<file path="config.mk">
export PLATFORM = sky130hd
export DESIGN_NAME = addsub_accumulator
export DESIGN_NICKNAME = d
export VERILOG_FILES = /design/src/rtl/addsub_pkg.sv /design/src/rtl/addsub_slice4.sv /design/src/rtl/addsub_accumulator.sv
export SDC_FILE = /design/constraint.sdc
export NUM_CORES = 1
export LEC_CHECK = 0
export ABC_CLOCK_PERIOD_IN_PS = 4100
export CORE_ASPECT_RATIO = 0.9
export CORE_MARGIN = 1
export CORE_UTILIZATION = 40
export CTS_BUF_LIST = sky130_fd_sc_hd__clkbuf_8
export CTS_CLUSTER_DIAMETER = 30
export DETAILED_ROUTE_END_ITERATION = 7
export HOLD_SLACK_MARGIN = 0.03
export PLACE_DENSITY_LB_ADDON = 0.3
export REMOVE_ABC_BUFFERS = 1
export SLEW_MARGIN = 5
export SYNTH_ARGS = -nofsm -noshare
export SYNTH_HDL_FRONTEND = slang
export SYNTH_SLANG_ARGS = --single-unit
</file>
<file path="constraint.sdc">
create_clock -name clk -period 4.1 [get_ports clk]
set_input_delay 0.41 -clock clk [delete_from_list [all_inputs] [get_ports clk]]
set_output_delay 0.41 -clock clk [all_outputs]
set_load 0.01 [all_outputs]
</file>
<file path="src/rtl/addsub_pkg.sv">
// Shared encodings for the add/subtract accumulator: command opcodes, FSM states,
// slice width and the signed-overflow rule used on the most significant slice.
package addsub_pkg;

    localparam int SLICE = 4;

    typedef enum logic [1:0] {
        OP_LOAD = 2'b00,
        OP_ADD  = 2'b01,
        OP_SUB  = 2'b10,
        OP_CLR  = 2'b11
    } op_t;

    typedef enum logic [1:0] {
        IDLE = 2'b00,
        CALC = 2'b01,
        HOLD = 2'b10
    } state_t;

    // Two's-complement overflow: operands agree in sign but the sum does not.
    function automatic logic signed_ovf(input logic a_msb, input logic b_msb,
                                        input logic s_msb);
        return (a_msb == b_msb) && (s_msb != a_msb);
    endfunction

endpackage

</file>
<file path="src/rtl/addsub_slice4.sv">
// Combinational 4-bit add/subtract slice; the b operand is inverted when sub is set,
// so subtraction is completed by feeding cin=1 into the least significant slice.
module addsub_slice4 (
    input  logic [3:0] a,
    input  logic [3:0] b,
    input  logic       sub,
    input  logic       cin,
    output logic [3:0] sum,
    output logic       cout
);

    logic [3:0] w_b_eff;
    logic [4:0] w_total;

    assign w_b_eff = b ^ {4{sub}};
    assign w_total = {1'b0, a} + {1'b0, w_b_eff} + {4'b0000, cin};
    assign sum     = w_total[3:0];
    assign cout    = w_total[4];

endmodule

</file>
<file path="src/rtl/addsub_accumulator.sv">
// Accumulator that applies LOAD/ADD/SUB/CLR commands, evaluating ADD/SUB one 4-bit
// slice per cycle (LSB first) with a registered carry, and holds the result until taken.
//
// Handshakes: a transfer happens on a rising edge where valid and ready are both high;
// valid, once raised, holds its payload stable until that edge; ready may change freely.
module addsub_accumulator
    import addsub_pkg::*;
#(
    parameter int WIDTH = 16
) (
    input  logic             clk,
    input  logic             rst_n,
    input  logic             cmd_valid,
    output logic             cmd_ready,
    input  logic [1:0]       cmd_op,
    input  logic [WIDTH-1:0] cmd_data,
    output logic             res_valid,
    input  logic             res_ready,
    output logic [WIDTH-1:0] res_data,
    output logic             res_carry,
    output logic             res_ovf,
    output logic             res_zero,
    output logic             busy,
    output state_t           dbg_state
);

    localparam int N     = WIDTH / SLICE;
    localparam int CNT_W = (N > 1) ? $clog2(N) : 1;

    state_t             r_state;
    logic [CNT_W-1:0]   r_cnt;
    logic [WIDTH-1:0]   r_acc;
    logic [WIDTH-1:0]   r_b;
    logic               r_sub;
    logic               r_c;
    logic [WIDTH-1:0]   r_res_data;
    logic               r_res_carry;
    logic               r_res_ovf;
    logic               r_res_zero;
    logic               r_res_valid;

    logic [SLICE-1:0]   w_a_slice;
    logic [SLICE-1:0]   w_b_slice;
    logic [SLICE-1:0]   w_sum;
    logic               w_cout;
    logic [WIDTH-1:0]   w_acc_next;
    logic               w_last;
    logic               w_ovf;
    logic               w_take;

    assign w_a_slice = r_acc[{r_cnt, 2'b00} +: SLICE];
    assign w_b_slice = r_b[{r_cnt, 2'b00} +: SLICE];
    assign w_last    = (r_cnt == CNT_W'(N - 1));
    assign w_take    = r_res_valid && res_ready;

    addsub_slice4 u_slice (
        .a    (w_a_slice),
        .b    (w_b_slice),
        .sub  (r_sub),
        .cin  (r_c),
        .sum  (w_sum),
        .cout (w_cout)
    );

    always_comb begin
        w_acc_next = r_acc;
        w_acc_next[{r_cnt, 2'b00} +: SLICE] = w_sum;
    end

    // Only meaningful on the last slice, where w_a_slice/w_b_slice hold the MSBs.
    assign w_ovf = signed_ovf(r_acc[WIDTH-1], r_b[WIDTH-1] ^ r_sub, w_sum[SLICE-1]);

    always_ff @(posedge clk or negedge rst_n) begin
        if (!rst_n) begin
            r_state     <= IDLE;
            r_cnt       <= '0;
            r_acc       <= '0;
            r_b         <= '0;
            r_sub       <= 1'b0;
            r_c         <= 1'b0;
            r_res_data  <= '0;
            r_res_carry <= 1'b0;
            r_res_ovf   <= 1'b0;
            r_res_zero  <= 1'b0;
            r_res_valid <= 1'b0;
        end else begin
            case (r_state)
                IDLE: begin
                    if (cmd_valid) begin
                        case (op_t'(cmd_op))
                            OP_LOAD: begin
                                r_acc       <= cmd_data;
                                r_res_data  <= cmd_data;
                                r_res_carry <= 1'b0;
                                r_res_ovf   <= 1'b0;
                                r_res_zero  <= (cmd_data == '0);
                                r_res_valid <= 1'b1;
                                r_state     <= HOLD;
                            end
                            OP_CLR: begin
                                r_acc       <= '0;
                                r_res_data  <= '0;
                                r_res_carry <= 1'b0;
                                r_res_ovf   <= 1'b0;
                                r_res_zero  <= 1'b1;
                                r_res_valid <= 1'b1;
                                r_state     <= HOLD;
                            end
                            default: begin
                                r_b     <= cmd_data;
                                r_sub   <= (op_t'(cmd_op) == OP_SUB);
                                r_c     <= (op_t'(cmd_op) == OP_SUB);
                                r_cnt   <= '0;
                                r_state <= CALC;
                            end
                        endcase
                    end
                end
                CALC: begin
                    r_acc <= w_acc_next;
                    r_c   <= w_cout;
                    if (w_last) begin
                        r_res_data  <= w_acc_next;
                        r_res_carry <= w_cout;
                        r_res_ovf   <= w_ovf;
                        r_res_zero  <= (w_acc_next == '0);
                        r_res_valid <= 1'b1;
                        r_state     <= HOLD;
                    end else begin
                        r_cnt <= r_cnt + 1'b1;
                    end
                end
                HOLD: begin
                    if (w_take) begin
                        r_res_valid <= 1'b0;
                        r_state     <= IDLE;
                    end
                end
                default: r_state <= IDLE;
            endcase
        end
    end

    // Gated by rst_n so every output reads 0 while reset is asserted.
    assign cmd_ready = rst_n && (r_state == IDLE);
    assign busy      = (r_state != IDLE);
    assign res_valid = r_res_valid;
    assign res_data  = r_res_data;
    assign res_carry = r_res_carry;
    assign res_ovf   = r_res_ovf;
    assign res_zero  = r_res_zero;
    assign dbg_state = r_state;

endmodule

</file>
Word-level counts from Yosys, hierarchy flattened
Index checks and enable logic that the tools add are counted.

storage, ports and cells
  register bits after elaboration = 58
  logic and storage cells = 88

cells by class
  add/subtract/negate cells = 4
  equal/unequal tests = 14
  shifts and indexed selects = 4
  muxes and demuxes = 33
  bitwise operators = 3
  reductions and logical operators = 19

operators with widths
  cell                                                  count
  one-hot mux 16 bit (2 select lines)                   3
  zero test 16 bit                                      2
  two-way mux 16 bit                                    2
  indexed part select 16 x 5 -> 4 bit                   2
  bitwise mux 16 bit                                    1
  variable shift 4 x 6 -> 16 bit, first input constant  1
  indexed part select 4 x 6 -> 16 bit                   1
  two-way mux 2 bit                                     7
  two-way mux 1 bit                                     12
  inequality test 2 bit, second input constant          6
  AND reduction 3 bit                                   4
  AND reduction 4 bit                                   3
  one-hot mux 1 bit (2 select lines)                    5
  equality test 2 bit, second input constant            4
  negation 4 -> 6 bit                                   1
  one-hot mux 2 bit (3 select lines)                    1
  adder 4 x 4 -> 5 bit                                  1
  adder 5 x 1 -> 5 bit                                  1
  AND reduction 5 bit                                   1
  zero test 2 bit                                       2
  one-hot mux 2 bit (2 select lines)                    1
  nonzero test 2 bit                                    2
  bitwise XOR 4 bit                                     1
  logical AND 1 bit                                     3
  other kinds (10)                                      10

Logic depth before layout (Yosys ltp)
  depth after elaboration = 9
  mapped depth = 11
  depth with buffers taken out = 9

Modules after synthesis
From an unflattened synthesis, not the netlist that was laid out.

unflattened totals
  cell total of the unflattened synthesis = 320
  area total of the unflattened synthesis = 3316.9 µm²

modules (own cells, without submodules)
  module              instances  cells each  area each (µm²)
  addsub_accumulator  1          300         3141.8
  addsub_slice4       1          20          175.2

Worst setup path after synthesis
No wires, ideal clock.

  path type = register to register
  start point = register r_cnt[0]
  end point = register r_res_zero (netlist: res_zero)
  data arrival time = 2.992 ns
  path slack = 1.016 ns
  stages on the path, launching flop included = 12
  cells stage by stage = dfrtp_1 > buf_6 > buf_6 > mux4_2 > xnor2_1 > fa_1 > fa_1 > xor2_1 > o21ai_0 > o21ai_0 > nand3_1 > o31ai_2

between the ends
  cells in the longest elaborated chain, start to end = 9

RTL lines
  item                                 line                       source
  start, declared                      addsub_accumulator.sv:31   logic [CNT_W-1:0] r_cnt;
  start signal, assigned               addsub_accumulator.sv:130  r_cnt <= r_cnt + 1'b1;
  indexed part select 16 x 5 -> 4 bit  addsub_accumulator.sv:52   assign w_b_slice = r_b[{r_cnt, 2'b00} +: SLICE];
  bitwise XOR 4 bit                    addsub_slice4.sv:15        assign w_b_eff = b ^ {4{sub}};
  adder 4 x 4 -> 5 bit                 addsub_slice4.sv:16        assign w_total = {1'b0, a} + {1'b0, w_b_eff} + {4'b0000, cin};
  adder 5 x 1 -> 5 bit                 addsub_slice4.sv:16
  indexed part select 4 x 6 -> 16 bit  addsub_accumulator.sv:67   w_acc_next[{r_cnt, 2'b00} +: SLICE] = w_sum;
  bitwise mux 16 bit                   addsub_accumulator.sv:67
  zero test 16 bit                     addsub_accumulator.sv:126  r_res_zero <= (w_acc_next == '0);
  two-way mux 1 bit                    addsub_accumulator.sv:122  if (w_last) begin
  one-hot mux 1 bit (2 select lines)   addsub_accumulator.sv:87   case (r_state)
  end signal, assigned                 addsub_accumulator.sv:96   r_res_zero <= (cmd_data == '0);
  end signal, assigned                 addsub_accumulator.sv:126
  end, declared                        addsub_accumulator.sv:39   logic r_res_zero;

Parallel ways exist; a longest one is shown, timed or not. The select of a mux whose other input is x is not followed.
A chain may end at the register's enable or synchronous reset.

Worst setup path after layout
  start point = register r_cnt[0]
  end point = register r_acc[9]

between the ends
  cells in the longest elaborated chain, start to end = 7

RTL lines
  item                                   line                       source
  indexed part select 16 x 5 -> 4 bit    addsub_accumulator.sv:52
  bitwise XOR 4 bit                      addsub_slice4.sv:15
  adder 4 x 4 -> 5 bit                   addsub_slice4.sv:16
  adder 5 x 1 -> 5 bit                   addsub_slice4.sv:16
  indexed part select 4 x 6 -> 16 bit    addsub_accumulator.sv:67
  bitwise mux 16 bit *                   addsub_accumulator.sv:67
  one-hot mux 16 bit (2 select lines) *  addsub_accumulator.sv:87
  end signal, assigned                   addsub_accumulator.sv:92   r_acc <= cmd_data;
  end signal, assigned                   addsub_accumulator.sv:120  r_acc <= w_acc_next;
  end, declared                          addsub_accumulator.sv:32   logic [WIDTH-1:0] r_acc;

Mark *: on every way between the ends. The rest lies on a longest branch, timed or not.

==> impl_metrics.py <==
metrics = {
    "timing": {
        "max_slew.worst_pin.slew_ns": 1.024,
        "min_period_ns": 3.145,
        "final-max-slew-violation-count": 0,
        "tns_ns": 0,
        "rsz0062_at_grt": "no",
        "fin_skew_ns": 0.01042,
        "count_of_endpoints_failing_setup_in_the_final_report": 0,
        "timing.final.crit_share_pct": 76.70,
        "final-hold-violation-count": 0,
        "slew_headroom_pct": 31.74,
        "hold_slack_ns": 0.2302,
        "fmaxAchievable_mhz": 318.0,
    },
    "worst_setup_path": {
        "crit_chain": "buf_4 -> mux4_2 -> xor2_1 -> inv_1 -> fa_1 -> nor4b_1 -> mux2i_1 -> nor2_1 -> a31oi_1 -> o21ai_0",
        "worst-path-stages": 10,
        "cp_slowest_cell": "sky130_fd_sc_hd__fa_1",
        "critical_path_peak_fanout": 19,
        "cp_slowest_stage_delay_ns": 0.59,
        "worst_ep_required_time_ns": 4.37,
        "r2r_setup_slack_ns": 0.96,
        "cp.buffers_inverters": 2,
        "cp-start-kind": "flip-flop",
        "r2r.worst_path.cells": 10,
        "setup.worst_path.class": "flip-flop to flip-flop",
        "critical_path_arrival_ns": 3.41,
        "critPathCaptureType": "flip-flop",
        "worst_path_dominant_cell_family": "multiplexers",
    },
    "power": {
        "power.static_leakage_nw": 1.749,
        "power_per_cell_area_nw_per_um2": 911.7,
        "power.share.sequential_pct": 28.6,
        "switching_power_mw": 1.626,
        "vdd_drop_max_mv": 0.3618,
        "switching_share_of_power_pct": 43.49,
        "pwr-share-clk_pct": 14.2,
        "power.internal_mw": 2.113,
        "power.total_mw": 3.739,
        "combPwrFrac_pct": 57.2,
    },
    "global_routing": {
        "grtUsageTotal_pct": 22.03,
        "grt_pass1_wl_mm": 14.64,
        "overflow": 0,
        "grt_antenna_before_repair": 0,
        "first_global_vias": 2683,
        "grt_start_max_net_pins": 59,
    },
    "floorplan": {
        "die_h_um": 89.69,
        "start_util_pct": 41.95,
        "floorplan.die_area_sq_um": 8917,
        "floorplan_core_area_sq_um": 8145,
        "die_x_um": 99.43,
        "num_rows": 31,
        "boundaryPins": 46,
    },
    "clock_network": {
        "cts_resized": 0,
        "cts_tree": "done",
        "htree_num_levels": 3,
        "tritoncts_sink_count": 58,
        "clk_path_buf_depth": 2,
        "clock_latency_ns": 0.35,
        "cts_setup_buffers": 0,
        "postCtsHoldBufs": 0,
        "cts.reportedPaths.clkPinSlew_ns": 0.07,
        "ctsRootBufferMaster": "sky130_fd_sc_hd__clkbuf_8",
        "numCtsBuffers": 9,
    },
    "synthesis": {
        "yosys_most_used_dff": "sky130_fd_sc_hd__dfrtp_1",
        "netlist_area_sq_um": 3417,
        "ys_ff_latch": 58,
        "synthesis.area_per_instance_sq_um": 9.876,
        "synthCells": 346,
        "seq_area_frac_synth_pct": 42.48,
        "synth.yosys.warnings": 0,
        "synth_edf_count": 0,
        "ys_types": 53,
        "synth_async_sr_flop_share_pct": 100.0,
    },
    "flow_run": {
        "maxCapViolCount": 0,
    },
    "drt": {
        "initialDrtViolationCount": 139,
        "routed_wirelength_mm": 9.153,
        "avgViaCountPerCell": 5.616,
        "detail_route.drc_violations": 0,
        "wire_per_inst_um": 18.72,
        "dr.pass1.iters": 6,
        "antenna_violation_net_count_after_detailed_routing": 0,
        "vias": 2746,
    },
    "placement": {
        "dp.final_hpwl_mm": 6.689,
        "placed_cell_area_sq_um": 3909,
        "finalWeightedCongestion": 0.8965,
        "dp.cells": 474,
        "port_buffers": 45,
    },
    "outcome": {
        "result_of_the_run": "finished clean",
    },
    "hold_path": {
        "min-delay-path-class": "input pin to async pin",
    },
    "final_layout": {
        "design.final.nets": 422,
        "final_cell_count_no_fill": 489,
        "drive_gt1_share_pct": 13.59,
        "final_design_area_no_fill_sq_um": 4101,
        "synthToLayoutAreaGrowth_pct": 20.03,
        "antenna_cells": 0,
    },
}
## worst register-to-register path: stages (launching register included)
cell and delay, ns:
sky130_fd_sc_hd__dfrtp_1 0.36, sky130_fd_sc_hd__buf_4 0.30, sky130_fd_sc_hd__mux4_2 0.55, sky130_fd_sc_hd__xor2_1 0.22, sky130_fd_sc_hd__inv_1 0.10, sky130_fd_sc_hd__fa_1 0.59, sky130_fd_sc_hd__nor4b_1 0.38, sky130_fd_sc_hd__mux2i_1 0.18
sky130_fd_sc_hd__nor2_1 0.13, sky130_fd_sc_hd__a31oi_1 0.08, sky130_fd_sc_hd__o21ai_0 0.18
## cell type report
| cell class | instances | area, sq um |
|---|---|---|
| clock buffers | 10 | 137.6 |
| clock inverters | 5 | 55.05 |
| fillers | 783 | 4044 |
| inverters | 25 | 93.84 |
| multi-input cells | 244 | 1772 |
| flip-flops and latches | 58 | 1451 |
| well taps | 99 | 123.9 |
| repair buffers | 48 | 467.9 |
## final timing paths
path | startpoint | to
max | r_cnt[0] | r_acc[9]
min reg2reg | res_data[13] | res_data[13]
max reg2reg | r_cnt[0] | r_acc[9]
min in group clk | res_data[13] | res_data[13]
min | rst_n | res_data[7]
max in group asynchronous | rst_n | r_b[1]
## cells in the mapped netlist, types with 2 or more instances
master / count / area (sq um)
sky130_fd_sc_hd__o21bai_1: 2 / 15.01
sky130_fd_sc_hd__buf_6: 2 / 22.52
sky130_fd_sc_hd__o32ai_1: 4 / 35.03
sky130_fd_sc_hd__mux2_2: 18 / 202.7
sky130_fd_sc_hd__nand3_1: 4 / 20.02
sky130_fd_sc_hd__o22ai_1: 11 / 68.82
sky130_fd_sc_hd__nand2b_1: 5 / 31.28
sky130_fd_sc_hd__nor2b_1: 4 / 25.02
sky130_fd_sc_hd__a22o_1: 3 / 26.28
sky130_fd_sc_hd__nand4_1: 2 / 12.51
sky130_fd_sc_hd__a21oi_1: 26 / 130.1
sky130_fd_sc_hd__nor3_1: 5 / 25.02
sky130_fd_sc_hd__nand2_1: 31 / 116.4
sky130_fd_sc_hd__nand3b_1: 3 / 22.52
sky130_fd_sc_hd__xor2_1: 5 / 43.79
sky130_fd_sc_hd__a31oi_1: 6 / 37.54
sky130_fd_sc_hd__ha_1: 12 / 150.1
sky130_fd_sc_hd__mux2i_1: 3 / 30.03
sky130_fd_sc_hd__o21ai_1: 2 / 10.01
sky130_fd_sc_hd__inv_1: 25 / 93.84
sky130_fd_sc_hd__mux4_2: 8 / 180.2
sky130_fd_sc_hd__o21a_1: 3 / 22.52
sky130_fd_sc_hd__nor4_1: 7 / 43.79
sky130_fd_sc_hd__dfrtp_1: 58 / 1451
sky130_fd_sc_hd__and3_1: 10 / 62.56
sky130_fd_sc_hd__buf_2: 7 / 35.03
sky130_fd_sc_hd__xnor2_1: 2 / 17.52
sky130_fd_sc_hd__o21ai_0: 30 / 150.1
sky130_fd_sc_hd__fa_1: 2 / 40.04
sky130_fd_sc_hd__a21o_1: 2 / 15.01
sky130_fd_sc_hd__nor2_1: 16 / 60.06
sky130_fd_sc_hd__clkbuf_1: 7 / 26.28
## power by group through the flow
| stage | clock (mW) | combinational [mW] | sequential, mW |
|---|---|---|---|
| 2_1_floorplan | 0 | 1.42 | 1.08 |
| 3_3_place_gp | 0 | 2.09 | 1.07 |
| 3_5_place_dp | 0 | 2.13 | 1.07 |
| 4_1_cts | 0.538 | 2.15 | 1.07 |
| 5_1_grt | 0.564 | 2.35 | 1.11 |
| 6_report | 0.530 | 2.14 | 1.07 |
## flip-flops by register name (all words and copies together) (netlist names)
| signal | count |
|---|---|
| res_zero | 1 |
| r_b | 16 |
| r_acc | 16 |
| res_data | 16 |
| r_c | 1 |
| r_sub | 1 |
| res_carry | 1 |
| res_ovf | 1 |
| res_valid | 1 |
| dbg_state | 2 |
| r_cnt | 2 |
## layer usage
metal | global-route usage [%] | part of all wire [%] | vias to the layer above
met2 | 34.85 | 47 | 94
met3 | 4.644 | 5.4 | 8
li1 | - | - | 1317
met4 | 8.021 | 1.1 | 0
met5 | 0 | 0 | -
met1 | 30.23 | 47 | 1327
## cells by family (layout without fill, tap and decap cells)
kind of cell,count (synthesis),in the layout,synth area share [%]
fa+ha+maj,14,14,5.566
buf+inv,44,88,5.675
flops,58,58,42.48
simple gates,98,98,15.34
xor+xnor,7,7,1.794
mux,29,29,12.08
compound gates,96,96,17.06
## cell usage in the layout (no fill, tap or decap), drive strengths merged, types with 2 or more instances in the layout
| master | instances |
|---|---|
| o21bai | 2 |
| xnor2 | 2 |
| clkinvlp | 2 |
| nor4 | 7 |
| o21ai | 33 |
| a31oi | 6 |
| nor2 | 18 |
| buf | 4 |
| o21a | 4 |
| ha | 12 |
| o32ai | 4 |
| nand3 | 4 |
| a22o | 3 |
| clkdlybuf4s50 | 44 |
| xor2 | 5 |
| inv | 25 |
| a21o | 2 |
| nand3b | 3 |
| mux4 | 8 |
| mux2i | 3 |
| nor3 | 6 |
| and3 | 10 |
| clkbuf | 10 |
| dfrtp | 58 |
| clkinv | 2 |
| mux2 | 18 |
| fa | 2 |
| nand2b | 5 |
| nand4 | 2 |
| nand2 | 31 |
| o22ai | 11 |
| a21oi | 27 |
| nor2b | 4 |
## through the flow
stage,utilization (%),setup slack [ns]
6_report,50.35,0.9553
5_1_grt,50.35,0.7808
4_1_cts,50.35,0.9654
3_5_place_dp,47.99,0.9769
3_3_place_gp,47.99,1.062
2_1_floorplan,-,0.8538
No activity file was read; power rests on OpenSTA's default activity.
